<file path="config.mk">
export PLATFORM = sky130hd
export DESIGN_NAME = impulse_level_decoder
export DESIGN_NICKNAME = d
export VERILOG_FILES = /design/src/rtl/impulse_level_decoder.sv
export SDC_FILE = /design/constraint.sdc
export NUM_CORES = 1
export LEC_CHECK = 0
export CORE_MARGIN = 5
export CORE_UTILIZATION = 65
export DETAILED_ROUTE_END_ITERATION = 12
export DONT_BUFFER_PORTS = 1
export GPL_TIMING_DRIVEN = 0
export MAX_ROUTING_LAYER = met4
export PLACE_DENSITY = 0.81
export SLEW_MARGIN = 20
export SYNTH_ARGS = -nofsm -noshare
export SYNTH_HDL_FRONTEND = slang
export SYNTH_SLANG_ARGS = --single-unit
export TNS_END_PERCENT = 1
</file>
<file path="constraint.sdc">
create_clock -name clock -period 3.05 [get_ports clock]
set_clock_uncertainty 0.2 [all_clocks]
set_input_delay 0.4575 -clock clock [delete_from_list [all_inputs] [get_ports clock]]
set_output_delay 0.4575 -clock clock [all_outputs]
set_load 0.01 [all_outputs]
</file>
<file path="src/rtl/impulse_level_decoder.sv">
// Rebuilds a level from rising/falling edge impulses on zp/zn, with width
// qualification per impulse and sticky error reporting.
module impulse_level_decoder #(
  parameter int SYNC_STAGES = 2,
  parameter int MIN_W       = 1,
  parameter int MAX_W       = 8,
  parameter int CW          = 4
) (
  input  logic       clock,
  input  logic       reset,
  input  logic       zp,
  input  logic       zn,
  input  logic       err_clear,
  output logic       x,
  output logic       ev,
  output logic [1:0] err
);

  typedef enum logic [1:0] {ARM, IDLE, MEAS} state_t;

  localparam logic [CW-1:0] C_MIN = CW'(MIN_W);
  localparam logic [CW-1:0] C_MAX = CW'(MAX_W);
  localparam logic [CW-1:0] C_SAT = CW'(MAX_W + 1);

  logic [SYNC_STAGES-1:0] r_sync_p;
  logic [SYNC_STAGES-1:0] r_sync_n;
  logic [SYNC_STAGES-1:0] r_prime;
  logic [1:0]             w_s;
  logic                   w_primed;

  state_t                 r_state     [2];
  state_t                 w_state_nxt [2];
  logic [CW-1:0]          r_cnt       [2];
  logic [CW-1:0]          w_cnt_nxt   [2];
  logic [1:0]             w_evt;
  logic [1:0]             w_valid;

  logic                   r_x;
  logic                   r_ev;
  logic [1:0]             r_err;
  logic                   w_vp;
  logic                   w_vn;
  logic                   w_x_nxt;
  logic                   w_ev_nxt;
  logic [1:0]             w_err_set;

  assign w_s      = {r_sync_n[SYNC_STAGES-1], r_sync_p[SYNC_STAGES-1]};
  assign w_primed = r_prime[SYNC_STAGES-1];

  // r_prime marks when the synchronizer output reflects the real line again
  // after reset; ARM ignores the reset-cleared zeros still in the chain.
  always_ff @(posedge clock or posedge reset) begin
    if (reset) begin
      r_sync_p <= '0;
      r_sync_n <= '0;
      r_prime  <= '0;
    end else begin
      r_sync_p <= {r_sync_p[SYNC_STAGES-2:0], zp};
      r_sync_n <= {r_sync_n[SYNC_STAGES-2:0], zn};
      r_prime  <= {r_prime[SYNC_STAGES-2:0], 1'b1};
    end
  end

  always_ff @(posedge clock or posedge reset) begin
    if (reset) begin
      for (int unsigned ch = 0; ch < 2; ch++) begin
        r_state[ch] <= ARM;
        r_cnt[ch]   <= '0;
      end
    end else begin
      for (int unsigned ch = 0; ch < 2; ch++) begin
        r_state[ch] <= w_state_nxt[ch];
        r_cnt[ch]   <= w_cnt_nxt[ch];
      end
    end
  end

  always_comb begin
    w_evt   = '0;
    w_valid = '0;
    for (int unsigned ch = 0; ch < 2; ch++) begin
      w_state_nxt[ch] = r_state[ch];
      w_cnt_nxt[ch]   = r_cnt[ch];
      unique case (r_state[ch])
        ARM: begin
          if (w_primed && !w_s[ch]) w_state_nxt[ch] = IDLE;
        end
        IDLE: begin
          if (w_s[ch]) begin
            w_cnt_nxt[ch]   = CW'(1);
            w_state_nxt[ch] = MEAS;
          end
        end
        MEAS: begin
          if (w_s[ch]) begin
            if (r_cnt[ch] != C_SAT) w_cnt_nxt[ch] = r_cnt[ch] + CW'(1);
          end else begin
            w_evt[ch]       = 1'b1;
            w_valid[ch]     = (r_cnt[ch] >= C_MIN) && (r_cnt[ch] <= C_MAX);
            w_state_nxt[ch] = IDLE;
          end
        end
        default: w_state_nxt[ch] = ARM;
      endcase
    end
  end

  assign w_vp = w_evt[0] & w_valid[0];
  assign w_vn = w_evt[1] & w_valid[1];

  always_comb begin
    w_x_nxt      = r_x;
    w_ev_nxt     = 1'b0;
    w_err_set    = '0;
    w_err_set[0] = (w_evt[0] & ~w_valid[0]) | (w_evt[1] & ~w_valid[1]);
    if (w_vp && w_vn) begin
      w_err_set[1] = 1'b1;
    end else if (w_vp) begin
      if (r_x) w_err_set[1] = 1'b1;
      else begin
        w_x_nxt  = 1'b1;
        w_ev_nxt = 1'b1;
      end
    end else if (w_vn) begin
      if (!r_x) w_err_set[1] = 1'b1;
      else begin
        w_x_nxt  = 1'b0;
        w_ev_nxt = 1'b1;
      end
    end
  end

  always_ff @(posedge clock or posedge reset) begin
    if (reset) begin
      r_x   <= 1'b0;
      r_ev  <= 1'b0;
      r_err <= '0;
    end else begin
      r_x   <= w_x_nxt;
      r_ev  <= w_ev_nxt;
      r_err <= w_err_set | (r_err & {2{~err_clear}});
    end
  end

  assign x   = r_x;
  assign ev  = r_ev;
  assign err = r_err;

endmodule
</file>
Word-level counts from Yosys, hierarchy flattened
Index checks and enable logic that the tools add are counted.
{"block": "op_classes", "muxes": 34, "addsub": 2, "n_eq_ne": 16, "order_cmp": 4, "n_bitwise": 11, "reduce_logical": 17}
{"op": "4-bit 2-to-1 mux", "count": 6}
{"op": "2-bit inequality test, second input constant", "count": 10}
{"op": "1-bit 2-to-1 mux", "count": 18}
{"op": "4-bit one-hot mux with 2 select lines", "count": 2}
{"op": "2-bit 2-to-1 mux", "count": 6}
{"op": "2-bit one-hot mux with 3 select lines", "count": 2}
{"op": "4-bit by 1-bit adder with 4-bit output, second input constant", "count": 2}
{"op": "4-bit by 1-bit greater-or-equal comparator with 1-bit output, second input constant", "count": 2}
{"op": "4-bit less-or-equal comparator, second input constant", "count": 2}
{"op": "4-bit inequality test, second input constant", "count": 2}
{"op": "4-bit AND reduction", "count": 2}
{"op": "3-bit AND reduction", "count": 2}
{"op": "2-bit nonzero test", "count": 3}
{"op": "1-bit logical AND", "count": 5}
{"op": "1-bit AND", "count": 4}
{"op": "2-bit by 1-bit equality test with 1-bit output, second input constant", "count": 2}
{"op": "2-bit equality test, second input constant", "count": 2}
{"op": "2-bit zero test", "count": 2}
{"op": "1-bit NOT", "count": 4}
{"op": "2-bit AND", "count": 1}
{"op": "1-bit zero test", "count": 2}
{"op": "2-bit OR", "count": 1}
{"op": "2-bit AND reduction", "count": 1}
{"op": "1-bit OR", "count": 1}
{"block": "word_totals", "word_cells": 94, "in_bits": 5, "output_inout_bits": 4, "reg_bits": 22}

Longest topological paths before layout
Gate-level depths: netlist of run 1.
{"block": "logic_depth", "ltp_word": 9, "mapped_depth": 8}

Worst setup path after synthesis of run 1
OpenSTA, ideal clock, no wires.
{"block": "synth_timing", "path_type": "register to register", "startpoint": "register r_cnt[0] (netlist bit)", "endpoint": "register r_ev (netlist: ev)", "stages_incl_launch_ff": 8, "setup_slack_ns": 0.993, "arrival_time_ns": 1.791, "cell_sequence": "dfrtp_1 -> ha_1 -> nor4b_1 -> a211oi_1 -> ha_1 -> nand2b_1 -> a2111oi_0 -> mux2_1"}
{"block": "synth_between", "elab_chain_len": 8}
{"item": "start: declaration", "line": "33", "rtl": "logic [CW-1:0] r_cnt [2];"}
{"item": "start signal: indexed assignment", "line": "73", "rtl": "r_cnt[ch] <= w_cnt_nxt[ch];"}
{"item": "4-bit by 1-bit greater-or-equal comparator with 1-bit output / 4-bit less-or-equal comparator (equally long branches)", "line": "99", "rtl": "w_valid[ch] = (r_cnt[ch] >= C_MIN) && (r_cnt[ch] <= C_MAX);"}
{"item": "1-bit logical AND *", "line": "99"}
{"item": "1-bit 2-to-1 mux *", "line": "95", "rtl": "if (w_s[ch]) begin"}
{"item": "1-bit 2-to-1 mux *", "line": "84", "rtl": "unique case (r_state[ch])"}
{"item": "1-bit AND *", "line": "109", "rtl": "assign w_vn = w_evt[1] & w_valid[1];"}
{"item": "1-bit 2-to-1 mux", "line": "124", "rtl": "end else if (w_vn) begin"}
{"item": "1-bit 2-to-1 mux", "line": "118", "rtl": "end else if (w_vp) begin"}
{"item": "1-bit 2-to-1 mux *", "line": "116", "rtl": "if (w_vp && w_vn) begin"}
{"item": "net w_ev_nxt", "line": "44", "rtl": "logic w_ev_nxt;"}
{"item": "end signal: assignment", "line": "140", "rtl": "r_ev <= w_ev_nxt;"}
{"item": "end: declaration", "line": "39", "rtl": "logic r_ev;"}
Mark *: on every way through the listed nets, which the timed path passes. The rest lies on a longest branch.
A chain may end at the register's enable or synchronous reset.

Worst setup path in the final report of run 1
Ends and elaborated chain as after synthesis.

==> metrics.txt, run 1 <==
GPL Wtd Cong 0.815; Clock Path Buffers 2; clk_lat worst skew 0.31 ns; unrepaired setup endpoints after global routing false; Final Util 71.6%; CP endpoint kind register; port bufs 0; CP max FO 4; status finished, violations left; final worst-path cycle share 76.5%; PD cells 638 mW/mm2; routed via count 718; wire length of the first global-routing pass 2930 um; vias in the first global route 680; TritonCTS Buffers 3; Post-synth EDFFs 0; drt pass-1 iters 4; async set-reset flop share out of synthesis 100%; num ports 9; minimum hold slack -0.0292 ns; final hold violation count 22; Die X 51.7 um; final WL 1640 um; DR iter-0 viols 8; Warnings, synthesis 0; initial antenna violation count 0; H-tree depth 1; Req. time, crit path 3.10 ns; Detail Route Antenna Nets 0; slew of the pin with the lowest slew margin 0.801 ns; top cells by area, synth dfrtp_1, ha_1, mux2i_1; R2R setup slack 0.72 ns; Unique masters post-synth 30; share of cells above drive strength 1 9.71%; Crit. Startpoint r_cnt[0]; LEAKAGE 0.584 nW; drt drc 0; die area 0.00267 mm2; grt total ovfl 0; gr usage total 15.1%; syn_nets 109; failing checks hold timing; initial core utilization 67.0%; R2R Path End ev; Worst Hold Class primary input to asynchronous set/reset pin; most frequent cells in the layout dfrtp_1, mux2i_1, nand2b_1; post-route setup TNS 0 ns; min Tclk post-route 2.33 ns; launch point of the worst reg-to-reg path r_cnt[0]; synthesized flop and latch total 22; hpwl dp 1190 um; # setup viols final 0; arrival time at the worst endpoint 2.39 ns; clock sinks 22; Syn-to-layout area delta 6.86%; NumNets Final 116; Peak Freq 0.429 GHz; most common cell after layout, fill and taps aside dfrtp_1; core area 0.00169 mm2; Post-CTS Repair Setup Buffers 0; crit start category register; vias per cell 5.98; CTS root buf clkbuf_4; Slew Limit Fails 0; Syn Std Cell Area 0.00113 mm2; ys flop type dfrtp_1; Syn Area/Cell 11.7 um2; register area share after synthesis 48.7%; Reg clk slew, reported paths 0.12 ns; DIE HEIGHT 51.7 um; Max Cap Violations 0; Critical Path Sink ev; max_slew headroom 46.5%; CP Class register to register; cell taking the most area after synthesis dfrtp_1; Wirelength per Cell 13.6 um; Rows 15; Post-Syn Instances 97; TritonCTS clock tree built; pin count of the biggest net entering global routing 23; Synth top area share 48.7%; worst vdd ir 0.000412 V; reg2reg path depth 8; antenna fix cells 0
[routing by layer]
layer  GRT usage (%)  up-vias  part of all wire, %
met2            21.6       18                   42
met5               -        -                    0
li1                -      360                    -
met4            6.55        0                  2.1
met1            20.5      335                   51
met3            3.72        5                  5.0
[area by class of cell]
cell class                 count  area (um2)
fill                         113         480
timing repair buffer           2        20.0
tap                           17        21.3
sequential                    22         551
clock buffer                   4        36.3
multi-input combinational     68         547
inverter                       5        18.8
buffer                         2        15.0
[cell families (layout without fill, tap and decap cells)]
family | count (synthesis) | after routing | share of synthesized area (%)
buffers and inverters | 7 | 13 | 2.99
DFF | 22 | 22 | 48.7
other | 1 | 1 | 0.332
xor gates and xnor gates | 2 | 2 | 1.55
adders and majority gates | 7 | 7 | 7.74
AOI/OAI and AO/OA | 9 | 9 | 7.08
muxes | 10 | 10 | 9.07
and+or+nand+nor | 39 | 39 | 22.6
[registers in the layout, indices dropped and copies added, names as in the netlist]
name      cells
r_cnt         8
r_state       4
err           2
r_prime       2
r_sync_n      2
r_sync_p      2
ev            1
x             1
[synthesized netlist by cell type, types with 2 or more instances]
library cell / n
a211oi_1: 3
a21oi_1: 2
and2_1: 4
buf_4: 2
dfrtp_1: 22
ha_1: 7
inv_1: 5
mux2i_1: 8
nand2_1: 4
nand2b_1: 8
nand3_1: 2
nand3b_1: 4
nand4_1: 4
nand4b_1: 2
nor2_1: 2
nor3_1: 2
nor3b_1: 2
xor2_1: 2
[timing repair]
| action | CTS | global route |
|---|---|---|
| hold buffers | 2 | 0 |
| resized for setup | 0 | 0 |
| hold endpoints to repair | 2 | 0 |
[worst max-delay path: stages, from the launching register on]
cell and delay (ns):
dfrtp_1 0.42, inv_1 0.10, ha_1 0.18, nor4b_1 0.42
a211oi_1 0.10, ha_1 0.22, nand2b_1 0.14, a2111oi_0 0.30
mux2_1 0.19
[how the worst min path moves through the flow]
stage,startpoint,end,slack (ns),cells after the start
3_3_place_gp,r_sync_p[0],r_sync_p[1],0.13,0
6_report,reset,r_prime[0],-0.03,1
2_1_floorplan,r_prime[0],r_prime[1],0.13,0
3_5_place_dp,r_sync_n[0],r_sync_n[1],0.14,0
5_1_grt,reset,r_sync_p[0],0.05,1
4_1_cts,reset,r_sync_p[0],0.006,1
[metrics by stage]
stage / worst slack [ns] / power, mW / hold slack (ns) / cells / cell area [um2]
after floorplan: 0.993 / 0.570 / 0.131 / 97 / 1130
after global placement: 0.827 / 0.604 / 0.134 / 114 / 1150
after detailed placement: 0.757 / 0.614 / 0.137 / 114 / 1150
after CTS: 0.717 / 0.775 / 0.00586 / 120 / 1210
after global routing: 0.452 / 0.823 / 0.0530 / 120 / 1210
final: 0.718 / 0.771 / -0.0292 / 120 / 1210
[power breakdown]
| group | switching, mW | internal, mW | leakage [nW] |
|---|---|---|---|
| clock network | 0.0868 | 0.0729 | 0.0210 |
| registers | 0.0571 | 0.342 | 0.277 |
| logic | 0.110 | 0.103 | 0.286 |
Note: power is estimated with default switching activity, not from simulation.
==> run 2: changes to the inputs <==
CORE_UTILIZATION = 54   (was 65)
PLACE_DENSITY = 0.72   (was 0.81)
clock period = 2 ns   (was 3.05 ns; I/O delays follow)
==> metrics.txt, run 2 (synthesis gave the netlist of run 1 again) <==
status finished, violations left; failing checks setup timing; arrival time at the worst endpoint 2.08 ns (-0.31 ns); Rows 16 (+1); final hold violation count 0 (-100%); Wirelength per Cell 14.0 um (+2.6%); max_slew headroom 44.1% (-2.5 points); crit start category register; worst vdd ir 0.000540 V (+31%); slew of the pin with the lowest slew margin 0.838 ns (+0.0368 ns); Slew Limit Fails 0 (unchanged); Clock Path Buffers 2 (unchanged); NumNets Final 123 (+6.0%); CP Class register to register; initial core utilization 57.1% (-9.9 points); DR iter-0 viols 11 (+3); hold-critical path depth 2; pin count of the biggest net entering global routing 23 (unchanged); Req. time, crit path 2.01 ns (-1.09 ns); min Tclk post-route 2.06 ns (-0.270 ns); clk_lat worst skew 0.31 ns (about the same); Final WS setup -0.0622 ns (-0.780 ns); DP Worst Slack -0.146 ns (-0.903 ns); Reg clk slew, reported paths 0.12 ns (about the same); LEAKAGE 0.616 nW (+5.5%); initial antenna violation count 0 (unchanged); core area 0.00198 mm2 (+17%); TritonCTS Buffers 3 (unchanged); vias in the first global route 671 (-1.3%); port bufs 0 (unchanged); Peak Freq 0.485 GHz (+13%); wire length of the first global-routing pass 3160 um (+8.0%); share of cells above drive strength 1 26.4% (+17 points); Detail Route Antenna Nets 0 (unchanged); TritonCTS clock tree built; PD cells 969 mW/mm2 (+52%); most frequent cells in the layout dfrtp_1, buf_4, mux2i_1, nand2b_1; GPL Wtd Cong 0.760 (-6.7%); H-tree depth 1 (unchanged); antenna fix cells 0 (unchanged); Largest regs r_cnt: 8 flops, r_state: 4 flops; routed via count 773 (+7.7%); num ports 9 (unchanged); Die X 55.8 um (+7.8%); grt total ovfl 0 (unchanged); drt pass-1 iters 4 (unchanged); CP max FO 7 (+3); # setup viols final 1 (+1); unrepaired setup endpoints after global routing true; most common cell after layout, fill and taps aside dfrtp_1; final worst-path cycle share 103% (+27 points); CP endpoint kind register; reg2reg path depth 6 (-2); DIE HEIGHT 55.8 um (+7.8%); Worst Hold Class primary input to register; drt drc 0 (unchanged); gr usage total 13.7% (-1.5 points); post-route setup TNS -0.0622 ns (-0.0622 ns); Max Cap Violations 0 (unchanged); die area 0.00311 mm2 (+16%); clock sinks 22 (unchanged); max reg flops 8 (unchanged); CTS root buf clkbuf_4; Top reg by flops r_cnt; R2R setup slack -0.06 ns (-0.78 ns); Overall Power 1.29 mW (+68%); vias per cell 5.64 (-5.7%); hpwl dp 1260 um (+5.8%); Syn-to-layout area delta 18.1%; final WL 1920 um (+17%)
[run 2: cell count changes in the layout (fill, tap and decap cells not counted), moves of 2 or more]
cell and change:
dfrtp_1 -2, ha_1 -4, nor4b_4 +2, ha_2 +3
buf_4 +6, inv_1 -3, dfrtp_2 +2, inv_2 +3
[run 2: path summary, 6_finish.rpt]
check,startpoint,endpoint
worst max-delay path,r_state[2],ev
worst min-delay path,err_clear,err[0]
worst max register to register,r_state[2],ev
worst min register to register,r_sync_p[0],r_sync_p[1]
max in group asynchronous,reset,r_state[2]
min in group asynchronous,reset,r_cnt[2]
[run 2: routing by layer]
layer,track usage [%],routed length (um)
met5,-,0
met1,16.6,820
met2,19.9,966
met4,7.29,40
met3,4.64,90
[run 2: stage by stage]
stage | cell area [um2] | hold WS, ns | std cells | util, %
2_1_floorplan | 1150 | 0.0892 | 97 | -
3_3_place_gp | 1180 | 0.131 | 124 | 59.5
3_5_place_dp | 1180 | 0.131 | 124 | 59.5
4_1_cts | 1310 | 0.0134 | 136 | 66.2
5_1_grt | 1340 | 0.0261 | 137 | 67.4
6_report | 1340 | 0.0251 | 137 | 67.4
[run 2: cell type report]
cell class	instances	area [um2]
plain buffers	2	15.0
clock buffers	4	36.3
fillers	146	646
inverters	5	18.8
multi-input cells	68	604
flip-flops and latches	22	553
well taps	27	33.8
repair buffers	9	75.1
[run 2: repair_timing]
| item | CTS | global route |
|---|---|---|
| endpoints found under the hold margin | 24 | 0 |
| endpoints found under the setup margin | 2 | 2 |
| setup buffers | 5 | 1 |
| hold buffers | 3 | 0 |
| gates resized for setup | 8 | 7 |
| pin swaps | 2 | 1 |
[run 2: power breakdown]
part	switching [mW]	internal [mW]	leakage, nW	total [mW]
logic	0.210	0.216	0.320	0.426
registers	0.0998	0.522	0.275	0.622
clock network	0.136	0.111	0.0210	0.247
[run 2: critical path: stages, from the launching register on]
cell and delay [ns]:
dfrtp_2 0.47, or3b_4 0.43, a211oi_4 0.20, ha_1 0.19, nand2b_1 0.14, a2111oi_2 0.05
mux2_1 0.29
